===== config.mk =====
export PLATFORM = sky130hd
export DESIGN_NAME = fechadura_param
export DESIGN_NICKNAME = d
export VERILOG_FILES = /design/src/rtl/fechadura_param.sv
export SDC_FILE = /design/constraint.sdc
export NUM_CORES = 1
export LEC_CHECK = 0
export CORE_MARGIN = 2
export CORE_UTILIZATION = 51
export DETAILED_ROUTE_END_ITERATION = 8
export GPL_ROUTABILITY_DRIVEN = 0
export GPL_TIMING_DRIVEN = 0
export MAX_ROUTING_LAYER = met4
export PLACE_DENSITY = 0.81
export SYNTH_ARGS = -nofsm -noshare
export SYNTH_HDL_FRONTEND = slang
export SYNTH_SLANG_ARGS = --single-unit

===== constraint.sdc =====
create_clock -name clk -period 2.75 [get_ports clk]
set_input_delay 0.275 -clock clk [delete_from_list [all_inputs] [get_ports clk]]
set_output_delay 0.275 -clock clk [all_outputs]
set_load 0.02 [all_outputs]

===== src/rtl/fechadura_param.sv =====
// Parametrised digit-sequence lock with error tolerance, timed lockout and 7-seg status display.
// Optional code programming mode is compiled in with FECHADURA_PROG_EN.
module fechadura_param #(
  parameter int                     N_DIGITOS   = 6,
  parameter logic [4*N_DIGITOS-1:0] CODIGO      = 24'h590981,
  parameter int                     MAX_ERROS   = 1,
  parameter int                     LOCK_CICLOS = 1000
) (
  input  logic       clk,
  input  logic       reset,
  input  logic       insere,
  input  logic [4:1] numero,
  input  logic       fechar,
  input  logic       prog,
  output logic       LED,
  output logic       aberto,
  output logic       bloqueado,
  output logic [3:0] progresso,
  output logic       A,
  output logic       B,
  output logic       C,
  output logic       D,
  output logic       E,
  output logic       F,
  output logic       G
);

  localparam int              CW        = (LOCK_CICLOS > 1) ? $clog2(LOCK_CICLOS) : 1;
  localparam logic [CW-1:0]   CNT_LOAD  = CW'(LOCK_CICLOS - 1);
  localparam logic [3:0]      LAST_IDX  = 4'(N_DIGITOS - 1);
  localparam logic [2:0]      MAX_ERR   = 3'(MAX_ERROS);
  localparam logic [6:0]      SEG_BLANK = 7'b1111111;
  localparam logic [6:0]      SEG_A     = 7'b0001000;
  localparam logic [6:0]      SEG_F     = 7'b0111000;

`ifdef FECHADURA_PROG_EN
  typedef enum logic [1:0] {ESPERA, ABERTO, FALHA, PROG} state_t;
`else
  typedef enum logic [1:0] {ESPERA, ABERTO, FALHA} state_t;
`endif

  state_t                 state_q, state_d;
  logic [3:0]             idx_q, idx_d;
  logic [2:0]             erros_q, erros_d;
  logic [CW-1:0]          cnt_q, cnt_d;
  logic [6:0]             seg_q, seg_d;
  logic                   insere_q;
  logic                   led_q, aberto_q, bloq_q;
  logic                   ev;
  logic                   prog_hit;
  logic [3:0]             digito;
  logic [4*N_DIGITOS-1:0] code;

`ifdef FECHADURA_PROG_EN
  logic [4*N_DIGITOS-1:0] code_q, code_d;
  assign code     = code_q;
  assign prog_hit = prog && (idx_q == 4'd0) && (erros_q == 3'd0);
`else
  logic unused_prog;
  assign unused_prog = prog;
  assign code        = CODIGO;
  assign prog_hit    = 1'b0;
`endif

  assign ev = insere & ~insere_q;

  // Active-low segments ABCDEFG; codes 10..15 render as a dash.
  function automatic logic [6:0] seg_glyph(input logic [3:0] d);
    case (d)
      4'd0:    seg_glyph = 7'b0000001;
      4'd1:    seg_glyph = 7'b1001111;
      4'd2:    seg_glyph = 7'b0010010;
      4'd3:    seg_glyph = 7'b0000110;
      4'd4:    seg_glyph = 7'b1001100;
      4'd5:    seg_glyph = 7'b0100100;
      4'd6:    seg_glyph = 7'b0100000;
      4'd7:    seg_glyph = 7'b0001111;
      4'd8:    seg_glyph = 7'b0000000;
      4'd9:    seg_glyph = 7'b0000100;
      default: seg_glyph = 7'b1111110;
    endcase
  endfunction

  always_comb begin
    digito = 4'd0;
    for (int i = 0; i < N_DIGITOS; i++) begin
      if (idx_q == 4'(i)) digito = code[4*(N_DIGITOS-1-i) +: 4];
    end
  end

  always_comb begin
    state_d = state_q;
    idx_d   = idx_q;
    erros_d = erros_q;
    cnt_d   = cnt_q;
    seg_d   = seg_q;
`ifdef FECHADURA_PROG_EN
    code_d  = code_q;
`endif
    case (state_q)
      ESPERA: begin
        if (ev) begin
          if (prog_hit) begin
`ifdef FECHADURA_PROG_EN
            code_d[4*(N_DIGITOS-1) +: 4] = numero;
            idx_d   = 4'd1;
            seg_d   = seg_glyph(numero);
            state_d = PROG;
`endif
          end else if (numero == digito) begin
            if (idx_q == LAST_IDX) begin
              state_d = ABERTO;
              seg_d   = SEG_A;
            end else begin
              idx_d = idx_q + 4'd1;
              seg_d = seg_glyph(numero);
            end
          end else if (erros_q < MAX_ERR) begin
            erros_d = erros_q + 3'd1;
            seg_d   = seg_glyph(numero);
          end else begin
            state_d = FALHA;
            cnt_d   = CNT_LOAD;
            seg_d   = SEG_F;
          end
        end
      end
      ABERTO: begin
        if (fechar) begin
          state_d = ESPERA;
          idx_d   = 4'd0;
          erros_d = 3'd0;
          seg_d   = SEG_BLANK;
        end
      end
      FALHA: begin
        // Expiry wins over any strobe arriving in the same cycle.
        if (cnt_q == '0) begin
          state_d = ESPERA;
          idx_d   = 4'd0;
          erros_d = 3'd0;
          seg_d   = SEG_BLANK;
        end else begin
          cnt_d = cnt_q - 1'b1;
        end
      end
`ifdef FECHADURA_PROG_EN
      PROG: begin
        if (ev) begin
          for (int i = 0; i < N_DIGITOS; i++) begin
            if (idx_q == 4'(i)) code_d[4*(N_DIGITOS-1-i) +: 4] = numero;
          end
          seg_d = seg_glyph(numero);
          if (idx_q == LAST_IDX) begin
            state_d = ESPERA;
            idx_d   = 4'd0;
          end else begin
            idx_d = idx_q + 4'd1;
          end
        end
      end
`endif
      default: state_d = ESPERA;
    endcase
  end

  always_ff @(posedge clk or posedge reset) begin
    if (reset) begin
      state_q  <= ESPERA;
      idx_q    <= 4'd0;
      erros_q  <= 3'd0;
      cnt_q    <= '0;
      seg_q    <= SEG_BLANK;
      insere_q <= 1'b0;
      led_q    <= 1'b0;
      aberto_q <= 1'b0;
      bloq_q   <= 1'b0;
`ifdef FECHADURA_PROG_EN
      code_q   <= CODIGO;
`endif
    end else begin
      state_q  <= state_d;
      idx_q    <= idx_d;
      erros_q  <= erros_d;
      cnt_q    <= cnt_d;
      seg_q    <= seg_d;
      insere_q <= insere;
      led_q    <= (erros_d != 3'd0);
      aberto_q <= (state_d == ABERTO);
      bloq_q   <= (state_d == FALHA);
`ifdef FECHADURA_PROG_EN
      code_q   <= code_d;
`endif
    end
  end

  assign LED                 = led_q;
  assign aberto              = aberto_q;
  assign bloqueado           = bloq_q;
  assign progresso           = idx_q;
  assign {A, B, C, D, E, F, G} = seg_q;

endmodule


### Word-level counts from Yosys, hierarchy flattened

Memories as Yosys holds them, arrays and structs flattened.
Index checks and enable logic that the tools add are counted.

* eq/ne operators: 18
* $mul: 0
* multiplexer cells: 37
* divide/modulo/power cells: 0
* $add $sub $neg: 3
* $lt $le $gt $ge: 1
* shifts and indexed selects: 0
* bitwise gates (word level): 2
* reductions and logical operators: 9

Operators by type and width (count)
* 2-to-1 mux 7 bit: 6
* 2-to-1 mux 10 bit: 4
* 2-to-1 mux 4 bit: 10
* one-hot mux 7 bit (3 select lines): 1
* one-hot mux 10 bit (2 select lines): 1
* 2-to-1 mux 3 bit: 6
* != test 2 bit, second input constant: 8
* 2-to-1 mux 2 bit: 6
* one-hot mux 4 bit (3 select lines): 1
* logical NOT 10 bit: 1
* subtractor 10 x 1 -> 10 bit, second input constant: 1
* one-hot mux 3 bit (3 select lines): 1
* == test 4 x 2 -> 1 bit, second input constant: 2
* == test 4 x 3 -> 1 bit, second input constant: 2
* one-hot mux 2 bit (3 select lines): 1
* AND reduction 6 bit: 1
* nonzero test 3 bit: 2
* AND reduction 5 bit: 1
* adder 4 x 1 -> 4 bit, second input constant: 1
* == test 2 x 1 -> 1 bit, second input constant: 2
* == test 2 bit, second input constant: 2
* == test 4 x 1 -> 1 bit, second input constant: 1
* == test 4 bit: 1
* logical NOT 4 bit: 1
* other kinds (7): 7

* word-level logic and storage cells: 81
* memories: 2
* ROM bits: 224
* memory bits (writable): 0
* flip-flop bits (word level): 30
* output and inout port bits: 14
* latch bits: 0

Memory list
* (no name shown): depth 16, bits a word 7, read ports 1, clocked after memory_dff 0, write ports 0, RTL line 69 `case (d)`
* (no name shown): depth 16, bits a word 7, read ports 1, clocked after memory_dff 0, write ports 0, RTL line 69

### Logic depth before layout (Yosys ltp)

* depth in word-level cells: 12
* gate-level depth with buffers: 10

### Worst setup path before layout

No wires, ideal clock.

* kind: register to register
* start point: register idx_q[1], in the netlist progresso[1]
* end point: register seg_q[3]
* slack: 243 ps
* clock period less this slack: 2507 ps
* cell stages (with the launch flop): 9
* arrival time: 2420 ps
* path buffers: 0
* data required time: 2664 ps
* setup time: 86 ps
* cells stage by stage: dfrtp_1 > inv_1 > ha_1 > nor2b_2 > a31oi_1 > a2111oi_4 > nand3_1 > mux2i_1 > o41a_1

* word-level cells in the longest chain between the ends: 11
* elaborated cells between the ends (all ways): 17

RTL lines
* start, declared: RTL line 43 `logic [3:0] idx_q, idx_d;`
* start signal, assigned: RTL line 183 `idx_q <= idx_d;`
* logical NOT 4 bit: RTL line 87 `if (idx_q == 4'(i)) digito = code[4*(N_DIGITOS-1-i) +: 4];`
* 2-to-1 mux 3 bit: RTL line 87
* 2-to-1 mux 4 bit (5 in a row): RTL line 87
* == test 4 bit: RTL line 110 `end else if (numero == digito) begin`
* 2-to-1 mux 7 bit (*): RTL line 110
* 2-to-1 mux 7 bit (*): RTL line 102 `if (ev) begin`
* one-hot mux 7 bit (3 select lines) (*): RTL line 100 `case (state_q)`
* end signal, assigned: RTL line 186 `seg_q <= seg_d;`
* end, declared: RTL line 46 `logic [6:0] seg_q, seg_d;`

Every way passes the cells marked *; elsewhere a longest branch is shown, timed or not. The select of a mux whose other input is x is not followed.
A chain may end at the register's enable or synchronous reset.

### Worst setup path in the final report

* start point: register idx_q[1], in the netlist progresso[1]
* end point: register cnt_q[7]

* word-level cells in the longest chain between the ends: 10
* elaborated cells between the ends (all ways): 15

RTL lines
* logical NOT 4 bit: RTL line 87
* 2-to-1 mux 3 bit: RTL line 87
* 2-to-1 mux 4 bit (4 in a row): RTL line 87
* 2-to-1 mux 4 bit (*): RTL line 87
* == test 4 bit (*): RTL line 110
* != test 2 bit (no line) (*)
* AND reduction 5 bit (no line) (*)
* end signal, assigned: RTL line 185 `cnt_q <= cnt_d;`
* end, declared: RTL line 45 `logic [CW-1:0] cnt_q, cnt_d;`

Every way passes the cells marked *; elsewhere a longest branch is shown, timed or not.

==> results.md <==
- Status: complete, no violations
- Hold Vio Cnt, Final: 0
- Setup TNS: 0 ns
- Max FO, Critical Path: 7
- Via count: 1753
- First-pass DRT Iterations: 4
- CTS Buf Count: 5
- Startpoint types: register
- Die area: 4424 sq um
- RSZ-0062 raised after global routing: yes
- Port Buffers: 19
- CP arrival: 2.75 ns
- Crit-path cells: inv_1 > ha_1 > nor2b_2 > a31oi_1 > a2111oi_4 > buf_4 > a311oi_1 > nor3b_1 > or3_1
- Post-synth ARST share: 100.0%
- Largest net degree at the start of global routing: 31
- Mapped Cells: 221
- CP max stage delay: 0.45 ns
- Die Ht: 66.52 microns
- First-pass GRT wire length: 7.044 mm
- Final clock skew: 0.006831 ns
- Yosys top cell by area: dfrtp_1
- Crit path setup slack, layout: 0.1676 ns
- Avg WL per Cell: 14.92 microns
- Initial Utilization: 53.64%
- Initial antenna violation count: 0
- Synth warn: 0
- Post-synthesis cell area: 1993 sq um
- Tot Pwr: 2.540 mW
- Fillers: 324
- Die extent in x: 66.52 microns
- Cells after DPL: 288
- Worst-Margin Slew: 1.145 ns
- Clk root buf: clkbuf_8
- CP Data Required Time: 2.92 ns
- Max cap viols: 0
- Worst hold path class: in2reg
- Final Slew Violations: 0
- Antenna diode count: 0
- All-Layer GR Usage: 21.40%
- CTS H-tree depth: 2
- Synth cell types: 46
- Crit Path Category: reg2reg
- Rel. slew slack: 23.60%
- Mapped Avg Cell Area: 9.019 sq um
- Grt ovf: 0
- Register area share after synthesis: 38.10%
- Setup WS pre-CTS: 0.04098 ns
- TritonCTS Sinks: 30
- Post-layout min period: 2.582 ns
- Post-synth EDFFs: 0
- CTS hold repair buffers: 0
- Synth area leaders: dfrtp_1 (29%), ha_1 (10%), dfstp_2 (9.2%)
- Layout area overhead: 18.77%
- Clock Latency Late Sink: 0.29 ns
- CTS tree: built
- Clk pin slew, worst setup/hold paths: 0.06 ns
- Final hold slack: 0.3639 ns
- Main flop type after synthesis: dfrtp_1
- P_leak: 0.9474 nW
- Clock tree buffer depth: 2
- Final period util: 93.90%
- Commonest cells in the netlist: dfrtp_1 (23), nor2_1 (23), inv_1 (17)
- Number of global-route vias before repair: 1591
- PwrDens: 1073 nW/um^2
- # rows: 22
- Finished Layout Cells: 296
- ANT nets after route: 0
- Drt total wl: 4.416 mm
- Fmax: 0.3872 GHz
- I/O Pins: 23
- Setup crit end kind: register
- Slowest cell on crit path: dfrtp_1
- Nets: 273
- Layout cells sized above 1: 11.29%
- Dpl hpwl: 3.157 mm
- Total core area: 3716 sq um
- Share of the synthesized area in the top cell type: 28.88%
- #FFs+latches synth: 30
- Detailed Route Iter0 Violations: 113
- Vias per cell: 5.922
- Worst IR drop on VDD: 0.0007686 V
- DRC viols: 0
- Final setup fails: 0
- Post-synth net total: 246
area by class of cell:
| class | instances | area [sq um] | share of cell area (%) |
|---|---|---|---|
| multi-input combinational | 166 | 1161 | 49.05 |
| sequential | 30 | 760.7 | 32.14 |
| timing repair buffer | 20 | 197.7 | 8.351 |
| clock buffer | 7 | 76.32 | 3.224 |
| inverter | 17 | 63.81 | 2.696 |
| tap | 48 | 60.06 | 2.537 |
| buffer | 8 | 47.55 | 2.008 |
critical path: cells and delay by family (launching register included):
kind,cells,cell delay [ns]
AOI/OAI and AO/OA,3,0.62
adders and majority gates,1,0.23
buffers and inverters,2,0.30
DFF,1,0.45
and+or+nand+nor,3,0.84
cell usage in the layout (no fill, tap or decap), types with 2 or more instances in the layout:
| cell | instances |
|---|---|
| dfstp_2 | 7 |
| or3_1 | 7 |
| buf_4 | 2 |
| a31oi_1 | 6 |
| nand2_1 | 12 |
| o41a_1 | 2 |
| clkbuf_8 | 5 |
| nand3_1 | 7 |
| o41ai_1 | 3 |
| nor3b_1 | 4 |
| o31ai_1 | 9 |
| inv_1 | 17 |
| mux2i_1 | 3 |
| o22ai_1 | 3 |
| clkbuf_1 | 5 |
| a311oi_1 | 3 |
| nor2_1 | 23 |
| o211ai_1 | 2 |
| nor3_1 | 5 |
| or4_1 | 4 |
| a21oi_1 | 14 |
| clkdlybuf4s50_1 | 19 |
| ha_1 | 16 |
| nor2b_1 | 2 |
| buf_2 | 2 |
| nand2b_1 | 4 |
| nand4_1 | 3 |
| o21ai_0 | 13 |
| dfrtp_1 | 22 |
registers in the layout, indices dropped and copies added (netlist names):
signal / cells
cnt_q: 10
seg_q: 7
progresso: 4
erros_q: 3
state_q: 2
LED: 1
aberto: 1
bloqueado: 1
insere_q: 1
repair_timing:
item,4_1_cts,5_1_grt
endpoints found under the setup margin,0,23
setup buffers,0,1
gates resized for setup,0,8
final timing paths:
path | slack (ns) | depth (start not counted) | from | end
min in group asynchronous | 0.58 | 2 | reset | progresso[3]$_DFFE_PP0P_
max | 0.17 | 9 | progresso[1]$_DFFE_PP0P_ | cnt_q[7]$_DFFE_PP0P_
min | 0.36 | 3 | numero[3] | seg_q[1]$_DFFE_PP1P_
max reg2reg | 0.17 | 9 | progresso[1]$_DFFE_PP0P_ | cnt_q[7]$_DFFE_PP0P_
min reg2reg | 0.47 | 2 | seg_q[4]$_DFFE_PP1P_ | seg_q[4]$_DFFE_PP1P_
max in group asynchronous | 1.41 | 2 | reset | progresso[0]$_DFFE_PP0P_
metal layers:
metal / routed length [microns] / GRT usage, % / up-vias / share of wire [%]
met2: 2133 / 34.63 / 23 / 48
li1: - / - / 877 / -
met4: 78 / 7.398 / 0 / 1.8
met1: 2082 / 26.53 / 847 / 47
met3: 121 / 4.730 / 6 / 2.7
met5: 0 / - / - / 0
power by group:
group | switching (mW) | internal [mW]
combinational | 0.822 | 0.586
clock | 0.160 | 0.174
sequential | 0.148 | 0.650
total | 1.13 | 1.41
through the flow:
stage	utilization, %	cell area (sq um)
global route	63.70	2367
floorplan	-	1993
finish	63.70	2367
CTS	62.42	2320
detailed placement	60.37	2243
global placement	60.37	2243
kinds of logic after synthesis:
| kind of cell | after synthesis | synth area share, % |
|---|---|---|
| and+or+nand+nor | 77 | 19.77 |
| AOI/OAI and AO/OA | 68 | 24.17 |
| DFF | 30 | 38.10 |
| buffers and inverters | 25 | 5.461 |
| adders and majority gates | 16 | 10.04 |
| muxes | 4 | 2.009 |
| xor gates and xnor gates | 1 | 0.4395 |
(Power assumes the default switching activity.)
